<file path="src/rtl/div_pkg.sv">
`default_nettype none
// ============================================================================
// Module   : div_pkg
// Brief    : Shared types and constants for the RV32M multi-cycle divider.
// Revision : 1.0 - initial release
// ============================================================================
package div_pkg;

   typedef enum logic [1:0] {
      OP_DIV  = 2'b00,
      OP_DIVU = 2'b01,
      OP_REM  = 2'b10,
      OP_REMU = 2'b11
   } div_op_t;

   typedef enum logic [1:0] {
      S_IDLE  = 2'b00,
      S_CALC  = 2'b01,
      S_FIXUP = 2'b10,
      S_DONE  = 2'b11
   } div_state_t;

   localparam int DIV_ITERS = 32;

endpackage
`default_nettype wire

</file>
<file path="src/rtl/div_step.sv">
`default_nettype none
// ============================================================================
// Module   : div_step
// Brief    : One combinational restoring-division step (shift, trial subtract).
// Revision : 1.0 - initial release
// ============================================================================
module div_step #(
   parameter int W = 32
) (
   input  logic [W:0]   i_rem,
   input  logic [W-1:0] i_div,
   input  logic         i_bit,
   output logic [W:0]   o_rem,
   output logic         o_q
);

   logic [W+1:0] w_shifted;
   logic [W+1:0] w_diff;

   // One guard bit above the shifted remainder keeps the borrow visible.
   assign w_shifted = {i_rem, i_bit};
   assign w_diff    = w_shifted - {2'b00, i_div};
   assign o_q       = ~w_diff[W+1];
   assign o_rem     = o_q ? w_diff[W:0] : w_shifted[W:0];

endmodule
`default_nettype wire

</file>
<file path="src/rtl/div_unit.sv">
`default_nettype none
// ============================================================================
// Module   : div_unit
// Brief    : Multi-cycle restoring divider for DIV/DIVU/REM/REMU.
//            Define DIV_FAST_EXC_EN to skip iteration for b==0 / signed overflow.
// Revision : 1.0 - initial release
// ============================================================================
module div_unit #(
   parameter int XLEN = 32
) (
   input  logic            clk,
   input  logic            rst,
   input  logic            start,
   input  logic [1:0]      op,
   input  logic [XLEN-1:0] a,
   input  logic [XLEN-1:0] b,
   input  logic [4:0]      rd_in,
   output logic            busy,
   output logic            done,
   output logic [XLEN-1:0] result,
   output logic [4:0]      rd_out
);
   import div_pkg::*;

   localparam logic [4:0] LAST_CNT = 5'(DIV_ITERS - 1);

   div_state_t      r_state, w_state_nxt;
   logic [4:0]      r_cnt;
   logic [XLEN:0]   r_rem;
   logic [XLEN-1:0] r_dvd, r_div, r_a_orig, r_result;
   div_op_t         r_op;
   logic            r_sa, r_sb, r_bz, r_ovf;
   logic [4:0]      r_rd, r_rd_out;

   logic            w_signed_in, w_sa_in, w_sb_in, w_bz_in, w_ovf_in, w_accept;
   logic [XLEN-1:0] w_abs_a, w_abs_b;
   logic [XLEN:0]   w_rem_nxt;
   logic            w_q;
   logic [XLEN-1:0] w_quo, w_rmd, w_fix;
   logic            w_is_rem;

   assign w_signed_in = ~op[0];
   assign w_sa_in     = w_signed_in & a[XLEN-1];
   assign w_sb_in     = w_signed_in & b[XLEN-1];
   assign w_bz_in     = (b == '0);
   assign w_ovf_in    = w_signed_in && (a == {1'b1, {(XLEN-1){1'b0}}}) && (b == '1);
   assign w_abs_a     = w_sa_in ? (~a + 1'b1) : a;
   assign w_abs_b     = w_sb_in ? (~b + 1'b1) : b;
   assign w_accept    = (r_state == S_IDLE) && start;

   div_step #(.W(XLEN)) u_step (
      .i_rem (r_rem),
      .i_div (r_div),
      .i_bit (r_dvd[XLEN-1]),
      .o_rem (w_rem_nxt),
      .o_q   (w_q)
   );

   always_ff @(posedge clk or posedge rst) begin
      if (rst) r_state <= S_IDLE;
      else     r_state <= w_state_nxt;
   end

   always_comb begin
      w_state_nxt = r_state;
      case (r_state)
         S_IDLE: begin
            if (start) begin
`ifdef DIV_FAST_EXC_EN
               w_state_nxt = (w_bz_in || w_ovf_in) ? S_FIXUP : S_CALC;
`else
               w_state_nxt = S_CALC;
`endif
            end
         end
         S_CALC:  if (r_cnt == LAST_CNT) w_state_nxt = S_FIXUP;
         S_FIXUP: w_state_nxt = S_DONE;
         S_DONE:  w_state_nxt = S_IDLE;
         default: w_state_nxt = S_IDLE;
      endcase
   end

   // Sign correction plus the architectural special cases, which always win.
   always_comb begin
      w_is_rem = (r_op == OP_REM) || (r_op == OP_REMU);
      w_quo    = (r_sa ^ r_sb) ? (~r_dvd + 1'b1) : r_dvd;
      w_rmd    = r_sa ? (~r_rem[XLEN-1:0] + 1'b1) : r_rem[XLEN-1:0];
      if (r_bz)
         w_fix = w_is_rem ? r_a_orig : '1;
      else if (r_ovf)
         w_fix = w_is_rem ? '0 : {1'b1, {(XLEN-1){1'b0}}};
      else
         w_fix = w_is_rem ? w_rmd : w_quo;
   end

   always_ff @(posedge clk or posedge rst) begin
      if (rst) begin
         r_cnt    <= '0;
         r_rem    <= '0;
         r_dvd    <= '0;
         r_div    <= '0;
         r_a_orig <= '0;
         r_op     <= OP_DIV;
         r_sa     <= 1'b0;
         r_sb     <= 1'b0;
         r_bz     <= 1'b0;
         r_ovf    <= 1'b0;
         r_rd     <= '0;
         r_result <= '0;
         r_rd_out <= '0;
      end else if (w_accept) begin
         r_cnt    <= '0;
         r_rem    <= '0;
         r_dvd    <= w_abs_a;
         r_div    <= w_abs_b;
         r_a_orig <= a;
         r_op     <= div_op_t'(op);
         r_sa     <= w_sa_in;
         r_sb     <= w_sb_in;
         r_bz     <= w_bz_in;
         r_ovf    <= w_ovf_in;
         r_rd     <= rd_in;
      end else if (r_state == S_CALC) begin
         // Dividend bits shift out the top while quotient bits fill the bottom.
         r_rem <= w_rem_nxt;
         r_dvd <= {r_dvd[XLEN-2:0], w_q};
         r_cnt <= r_cnt + 5'd1;
      end else if (r_state == S_FIXUP) begin
         r_result <= w_fix;
         r_rd_out <= r_rd;
      end
   end

   assign busy   = (r_state == S_CALC) || (r_state == S_FIXUP);
   assign done   = (r_state == S_DONE);
   assign result = r_result;
   assign rd_out = r_rd_out;

endmodule
`default_nettype wire

</file>
<file path="config.mk">
export PLATFORM = sky130hd
export DESIGN_NAME = div_unit
export DESIGN_NICKNAME = d
export VERILOG_FILES = /design/src/rtl/div_pkg.sv /design/src/rtl/div_step.sv /design/src/rtl/div_unit.sv
export SDC_FILE = /design/constraint.sdc
export NUM_CORES = 1
export LEC_CHECK = 0
export ABC_AREA = 1
export CAP_MARGIN = 30
export CORE_AREA = 5 5 211 213
export CTS_CLUSTER_SIZE = 16
export DETAILED_ROUTE_END_ITERATION = 6
export DIE_AREA = 0 0 216 218
export HOLD_SLACK_MARGIN = 0.02
export PLACE_DENSITY = 0.52
export SLEW_MARGIN = 10
export SYNTH_ARGS = -nofsm -noshare
export SYNTH_HDL_FRONTEND = slang
export SYNTH_HIERARCHICAL = 1
export SYNTH_SLANG_ARGS = --single-unit
</file>
<file path="constraint.sdc">
create_clock -name clk -period 6.3 [get_ports clk]
set_clock_uncertainty 0.05 [all_clocks]
set_input_delay 1.26 -clock clk [delete_from_list [all_inputs] [get_ports clk]]
set_output_delay 1.26 -clock clk [all_outputs]
set_load 0.05 [all_outputs]
</file>
# Yosys cells after proc, flatten, opt, wreduce, memory -nomap -nowiden
# Index checks and enable logic that the tools add are counted.
[op_classes]
n_addsub = 6
n_eq_ne = 10
mux = 19
bitwise = 11
n_reduce_logical = 10
[op_table]
columns = ["cell", "count"]
rows = [
  ["32-bit 2-to-1 mux", 11],
  ["32-bit by 1-bit adder with 32-bit output, second input constant", 4],
  ["32-bit NOT", 4],
  ["33-bit 2-to-1 mux", 3],
  ["32-bit == test, second input constant", 2],
  ["34-bit by 32-bit subtractor with 34-bit output", 1],
  ["32-bit zero test", 1],
  ["5-bit 2-to-1 mux", 2],
  ["2-bit == test, second input constant", 4],
  ["2-bit one-hot mux with 4 select lines", 1],
  ["5-bit by 1-bit adder with 5-bit output, second input constant", 1],
  ["5-bit == test, second input constant", 1],
  ["2-bit 2-to-1 mux", 2],
  ["2-bit inequality test, second input constant", 2],
  ["1-bit NOT", 4],
  ["1-bit logical AND", 3],
  ["3-bit AND reduction", 1],
  ["1-bit AND", 2],
  ["2-bit by 1-bit == test with 1-bit output, second input constant", 1],
  ["2-bit zero test", 1],
  ["1-bit logical OR", 2],
  ["2-bit AND reduction", 1],
  ["2-bit nonzero test", 1],
  ["1-bit XOR", 1],
]
[totals]
regBits = 184
inputBits = 74
output_inout_bits = 39
elab_cells = 70

# Depth between registers and ports, before layout
[logic_depth]
word_depth = 6
mapped_depth = 18
mapped_depth_nobuf = 18

# Hierarchy
# The synthesis kept the hierarchy.
[modules_own_cells]
columns = ["module", "instances", "cells_per_inst", "area_each_um2", "seq_area_each_um2"]
rows = [
  ["div_unit", 1, 1683, 11682.5, 4579.4],
  ["div_step", 1, 721, 3444.6, 0.0],
]

# Worst setup path before layout
# No wires, ideal clock.
[synth_timing]
path_kind = "input port to flip-flop"
from = "input a[0]"
to = "register r_dvd[16]"
setup_time_ns = 0.120
t_arrival_ns = 2.361
required_ns = 6.130
slack_ns = 3.769
cell_stages = 13
path_buffers = 0
cell_sequence = "inv_2 -> ha_1 -> nand3_2 -> inv_2 -> nand2_2 -> nor2_2 -> nand2_1 -> nand2_1 -> nand2_1 -> nand3_1 -> o21ai_0 -> o21ai_1 -> nand2_1"
[synth_between]
elab_chain_cells = 4
[synth_lines]
columns = ["element", "line_no", "source"]
rows = [
  ["start: declaration", "div_unit.sv:15", "input logic [XLEN-1:0] a,"],
  ["32-bit NOT", "div_unit.sv:47", "assign w_abs_a = w_sa_in ? (~a + 1'b1) : a;"],
  ["32-bit by 1-bit adder with 32-bit output", "div_unit.sv:47", ""],
  ["32-bit 2-to-1 mux", "div_unit.sv:47", ""],
  ["32-bit 2-to-1 mux", "div_unit.sv:111", "end else if (w_accept) begin"],
  ["end signal: assignment", "div_unit.sv:114", "r_dvd <= w_abs_a;"],
  ["end signal: assignment", "div_unit.sv:126", "r_dvd <= {r_dvd[XLEN-2:0], w_q};"],
  ["end: declaration", "div_unit.sv:30", "logic [XLEN-1:0] r_dvd, r_div, r_a_orig, r_result;"],
]
# No other way between the ends.
# A chain may end at the register's enable or synchronous reset.

# Worst setup path in the final report
[layout_timing]
from = "register r_state[0]"
to = "output busy"
[layout_between]
elab_chain_cells = 2
elab_cells_between_ends = 3
cone_classes = "eq/ne (2); reduce/logical (1)"
[layout_lines]
columns = ["element", "line_no", "source"]
rows = [
  ["start: declaration", "div_unit.sv:27", "div_state_t r_state, w_state_nxt;"],
  ["start signal: assignment", "div_unit.sv:61", "else r_state <= w_state_nxt;"],
  ["2-bit by 1-bit == test with 1-bit output or 2-bit == test (tied branches)", "div_unit.sv:134", "assign busy = (r_state == S_CALC) || (r_state == S_FIXUP);"],
  ["1-bit logical OR *", "div_unit.sv:134", ""],
  ["end: declaration", "div_unit.sv:18", "output logic busy,"],
]
# Every way passes the cells marked *; elsewhere a longest branch is shown, timed or not.

==> flow_metrics.env <==
export IMPL_wire_length_of_the_first_global_routing_pass_mm=86.9
export IMPL_post_route_worst_setup_slack_ps=2920
export IMPL_layout_worst_path_cycle_share_pct=53.7
export IMPL_share_comb_of_total_power_pct=67.1
export IMPL_crit_path_max_fanout=4
export IMPL_detail_route_first_pass_iterations=6
export IMPL_finish_net_count=2573
export IMPL_rsz0062_at_grt="no"
export IMPL_route_vias_total=15818
export IMPL_power_leakage_nw=8.42
export IMPL_synthAdderAreaFrac_pct=3.77
export IMPL_clk_path_buf_depth=2
export IMPL_postRouteAntennaNets=0
export IMPL_cellInternalPower_mw=4.44
export IMPL_timing_reg2reg_worst_path_depth=13
export IMPL_design_power_total_mw=10.2
export IMPL_root_buffer="clkbuf_16"
export IMPL_grt_remaining_overflow=0
export IMPL_final_core_util_pct=40.5
export IMPL_synthToLayoutAreaGrowth_pct=13.7
export IMPL_pwr_share_clk_pct=10.3
export IMPL_fmax_mhz=295
export IMPL_cts_setup_buffers=0
export IMPL_detailed_route_wire_length_mm=55.7
export IMPL_crit_path_start_kind="register"
export IMPL_cts_tree="done"
export IMPL_hold_path_origin="rd_out[4]"
export IMPL_timing_hold_violations_final=0
export IMPL_cts_htree_levels=4
export IMPL_n_antenna_cell=0
export IMPL_synthDistinctLibCells=54
export IMPL_worst_max_slew_pin_slew_ps=840
export IMPL_vias_per_cell=5.25
export IMPL_grt_max_degree=117
export IMPL_min_to="rd_out[4]"
export IMPL_reg2reg_from="r_div[24]"
export IMPL_synth_seq_cells=183
export IMPL_min_path_type="reg2reg"
export IMPL_edff_count_synth=0
export IMPL_synth_top_cells_by_area="dfrtp_1 (30%), nand2_1 (16%), nand3_1 (11%)"
export IMPL_power_share_sequential_pct=22.6
export IMPL_port_buffer_count=112
export IMPL_drc=0
export IMPL_worst_ir_drop_vdd_v=0.000211
export IMPL_tritoncts_num_buffers=17
export IMPL_async_reset_ff_share_pct=100
export IMPL_syn_cell_area_um2=15100
export IMPL_worst_setup_path_type="reg2out"
export IMPL_cts_hold_buffers=0
export IMPL_dr_first_iter_drc_count=1538
export IMPL_rr_endpoint="r_dvd[0]"
export IMPL_wl_per_cell_um=18.5
export IMPL_net_switching_power_mw=5.80
export IMPL_number_of_global_route_vias_before_repair=14913
export IMPL_p_sw_share_pct=56.7
export IMPL_clock_sinks=183
export IMPL_floorplan_die_area_um2=47100
export IMPL_synth_cells=2404
export IMPL_fp_dieH_um=218
export IMPL_place_worst_setup_slack_ps=2650
export IMPL_number_of_non_filler_instances_in_the_completed_layout=3013
export IMPL_final_min_clock_period_ps=3380
export IMPL_grt_antenna_before_repair=0
export IMPL_synth_area_leader_cell="dfrtp_1"
export IMPL_cellPowerDensity_nw_per_um2=595
export IMPL_worstSetupEndpointType="output port"
export IMPL_timing_max_slew_rel_slack_pct=44.0
export IMPL_synth_ff_type="dfrtp_1"
export IMPL_postCtsResizedCells=0
export IMPL_post_dp_hpwl_mm=43.7
export IMPL_post_synth_top_count_cell="nand2_1"
export IMPL_finalSetupViolations=0
export IMPL_postSynthAreaPerCell_um2=6.29
export IMPL_pins_over_their_slew_limit=0
export IMPL_area_fraction_in_compound_gates_after_synthesis_pct=11.4
export IMPL_hold_path_cell_count=2
export IMPL_synthMuxAreaShare_pct=0
export IMPL_synth_nets=2523
export IMPL_global_route_usage_total_pct=23.4
export IMPL_worst_skew_pair_late_latency_ps=460
export IMPL_cp_data_arrival_time_ps=2070
export IMPL_fin_setup_tns_ps=0
export IMPL_synth_xor_xnor_area_share_pct=2.21
export IMPL_core_area_um2=42500
export IMPL_synth_warning_count=6
export IMPL_gp_congestion=0.900
export IMPL_io_pins=113
export IMPL_yosys_area_share_simple_pct=40.6
export IMPL_clk_pin_slew_worst_paths_ps=80
export IMPL_synth_top_cells_by_count="nand2_1 (650), nand3_1 (335), inv_1 (326)"
export IMPL_start_util_pct=35.6
export IMPL_die_width_um=216
export IMPL_synth_largest_type_area_fraction_pct=30.3
export IMPL_yosysSeqAreaShare_pct=30.3
export IMPL_cp_required_ps=4990
export IMPL_placed_cells=2979
export IMPL_synth_top_family_by_area="simple AND/OR/NAND/NOR gates"
export IMPL_cap_viol_max_count=0
export IMPL_final_layout_size_suffix_gt1_share_pct=5.47
export IMPL_fillCellCount=4588
export IMPL_worst_r2r_setup_slack_ps=3260
export IMPL_run_status="finished, final reports clean"
export IMPL_row_count=76
[stage by stage]
stage	hold slack [ps]	instance area, um^2
after global routing	446	17200
final	420	17200
after global placement	411	16500
after detailed placement	409	16600
after floorplan	394	15100
after CTS	426	17200
[layout make-up]
type	count	area (um^2)	share of cell area, %
clock buffer	17	425	2.47
clock inverter	15	129	0.749
inverter	340	1290	7.49
multi-input combinational	1783	8780	51.0
sequential	183	4580	26.6
tap	546	683	3.97
timing repair buffer	129	1320	7.68
[cells by family (layout without fill, tap and decap cells)]
| logic type | after synthesis | count (layout) |
|---|---|---|
| AND/OR/NAND/NOR | 1391 | 1391 |
| buffers and inverters | 438 | 501 |
| AO/OA/AOI/OAI | 311 | 311 |
| flip-flops | 183 | 183 |
| adder cells (fa/ha/maj) | 45 | 45 |
| XOR/XNOR | 36 | 36 |
[layout by cell type, fill, tap and decap left out, drive strengths merged, types with 5 or more instances in the layout]
master	Yosys	routed
nand2	669	669
nand3	347	347
inv	340	342
nor2	270	270
dfrtp	183	183
o21ai	171	171
clkdlybuf4s50	0	112
a21oi	71	71
ha	44	44
nand4	37	37
nor3	35	35
xor2	31	31
a31oi	25	25
clkbuf	51	17
buf	47	17
o211ai	16	16
and2	11	11
nor4	8	8
nand3b	8	8
o22ai	6	6
clkinvlp	0	6
clkinv	0	6
o21bai	5	5
xnor2	5	5
[registers in the layout (all words and copies together) (netlist names)]
register	cells
r_dvd	32
r_a_orig	32
r_cnt	5
r_state	2
r_op	1
r_rd	5
r_div	32
r_rem	33
result	32
r_sb	1
rd_out	5
r_bz	1
r_ovf	1
r_sa	1
[worst max-delay path by stage]
stage / start / end / slack (ps)
finish: r_state[0] / busy / 2920
global route: r_state[1] / busy / 2840
CTS: r_state[0] / busy / 2880
detailed placement: op[0] / r_dvd[16] / 2650
global placement: op[0] / r_dvd[16] / 2620
floorplan: rst / r_a_orig[0] / 20
[power by group through the flow]
stage	Sequential [mW]	Clock (mW)	Combinational [mW]
CTS	2.30	1.08	6.81
floorplan	2.46	0	4.66
global route	2.37	1.13	7.68
finish	2.32	1.05	6.87
global placement	2.31	0	6.71
detailed placement	2.32	0	6.78
[critical path, stage by stage, from the launching register on]
cell and delay (ps):
dfrtp_1 380, inv_1 100, ha_1 320, clkdlybuf4s50_1 820
[routing by layer]
layer | global-route usage [%] | share of wire, % | vias up
met2 | 34.4 | 42 | 528
met5 | 0 | 0 | -
met3 | 3.19 | 6.0 | 41
li1 | - | - | 7866
met1 | 36.2 | 50 | 7383
met4 | 5.72 | 1.8 | 0
Power figures use the tool's default switching activity.
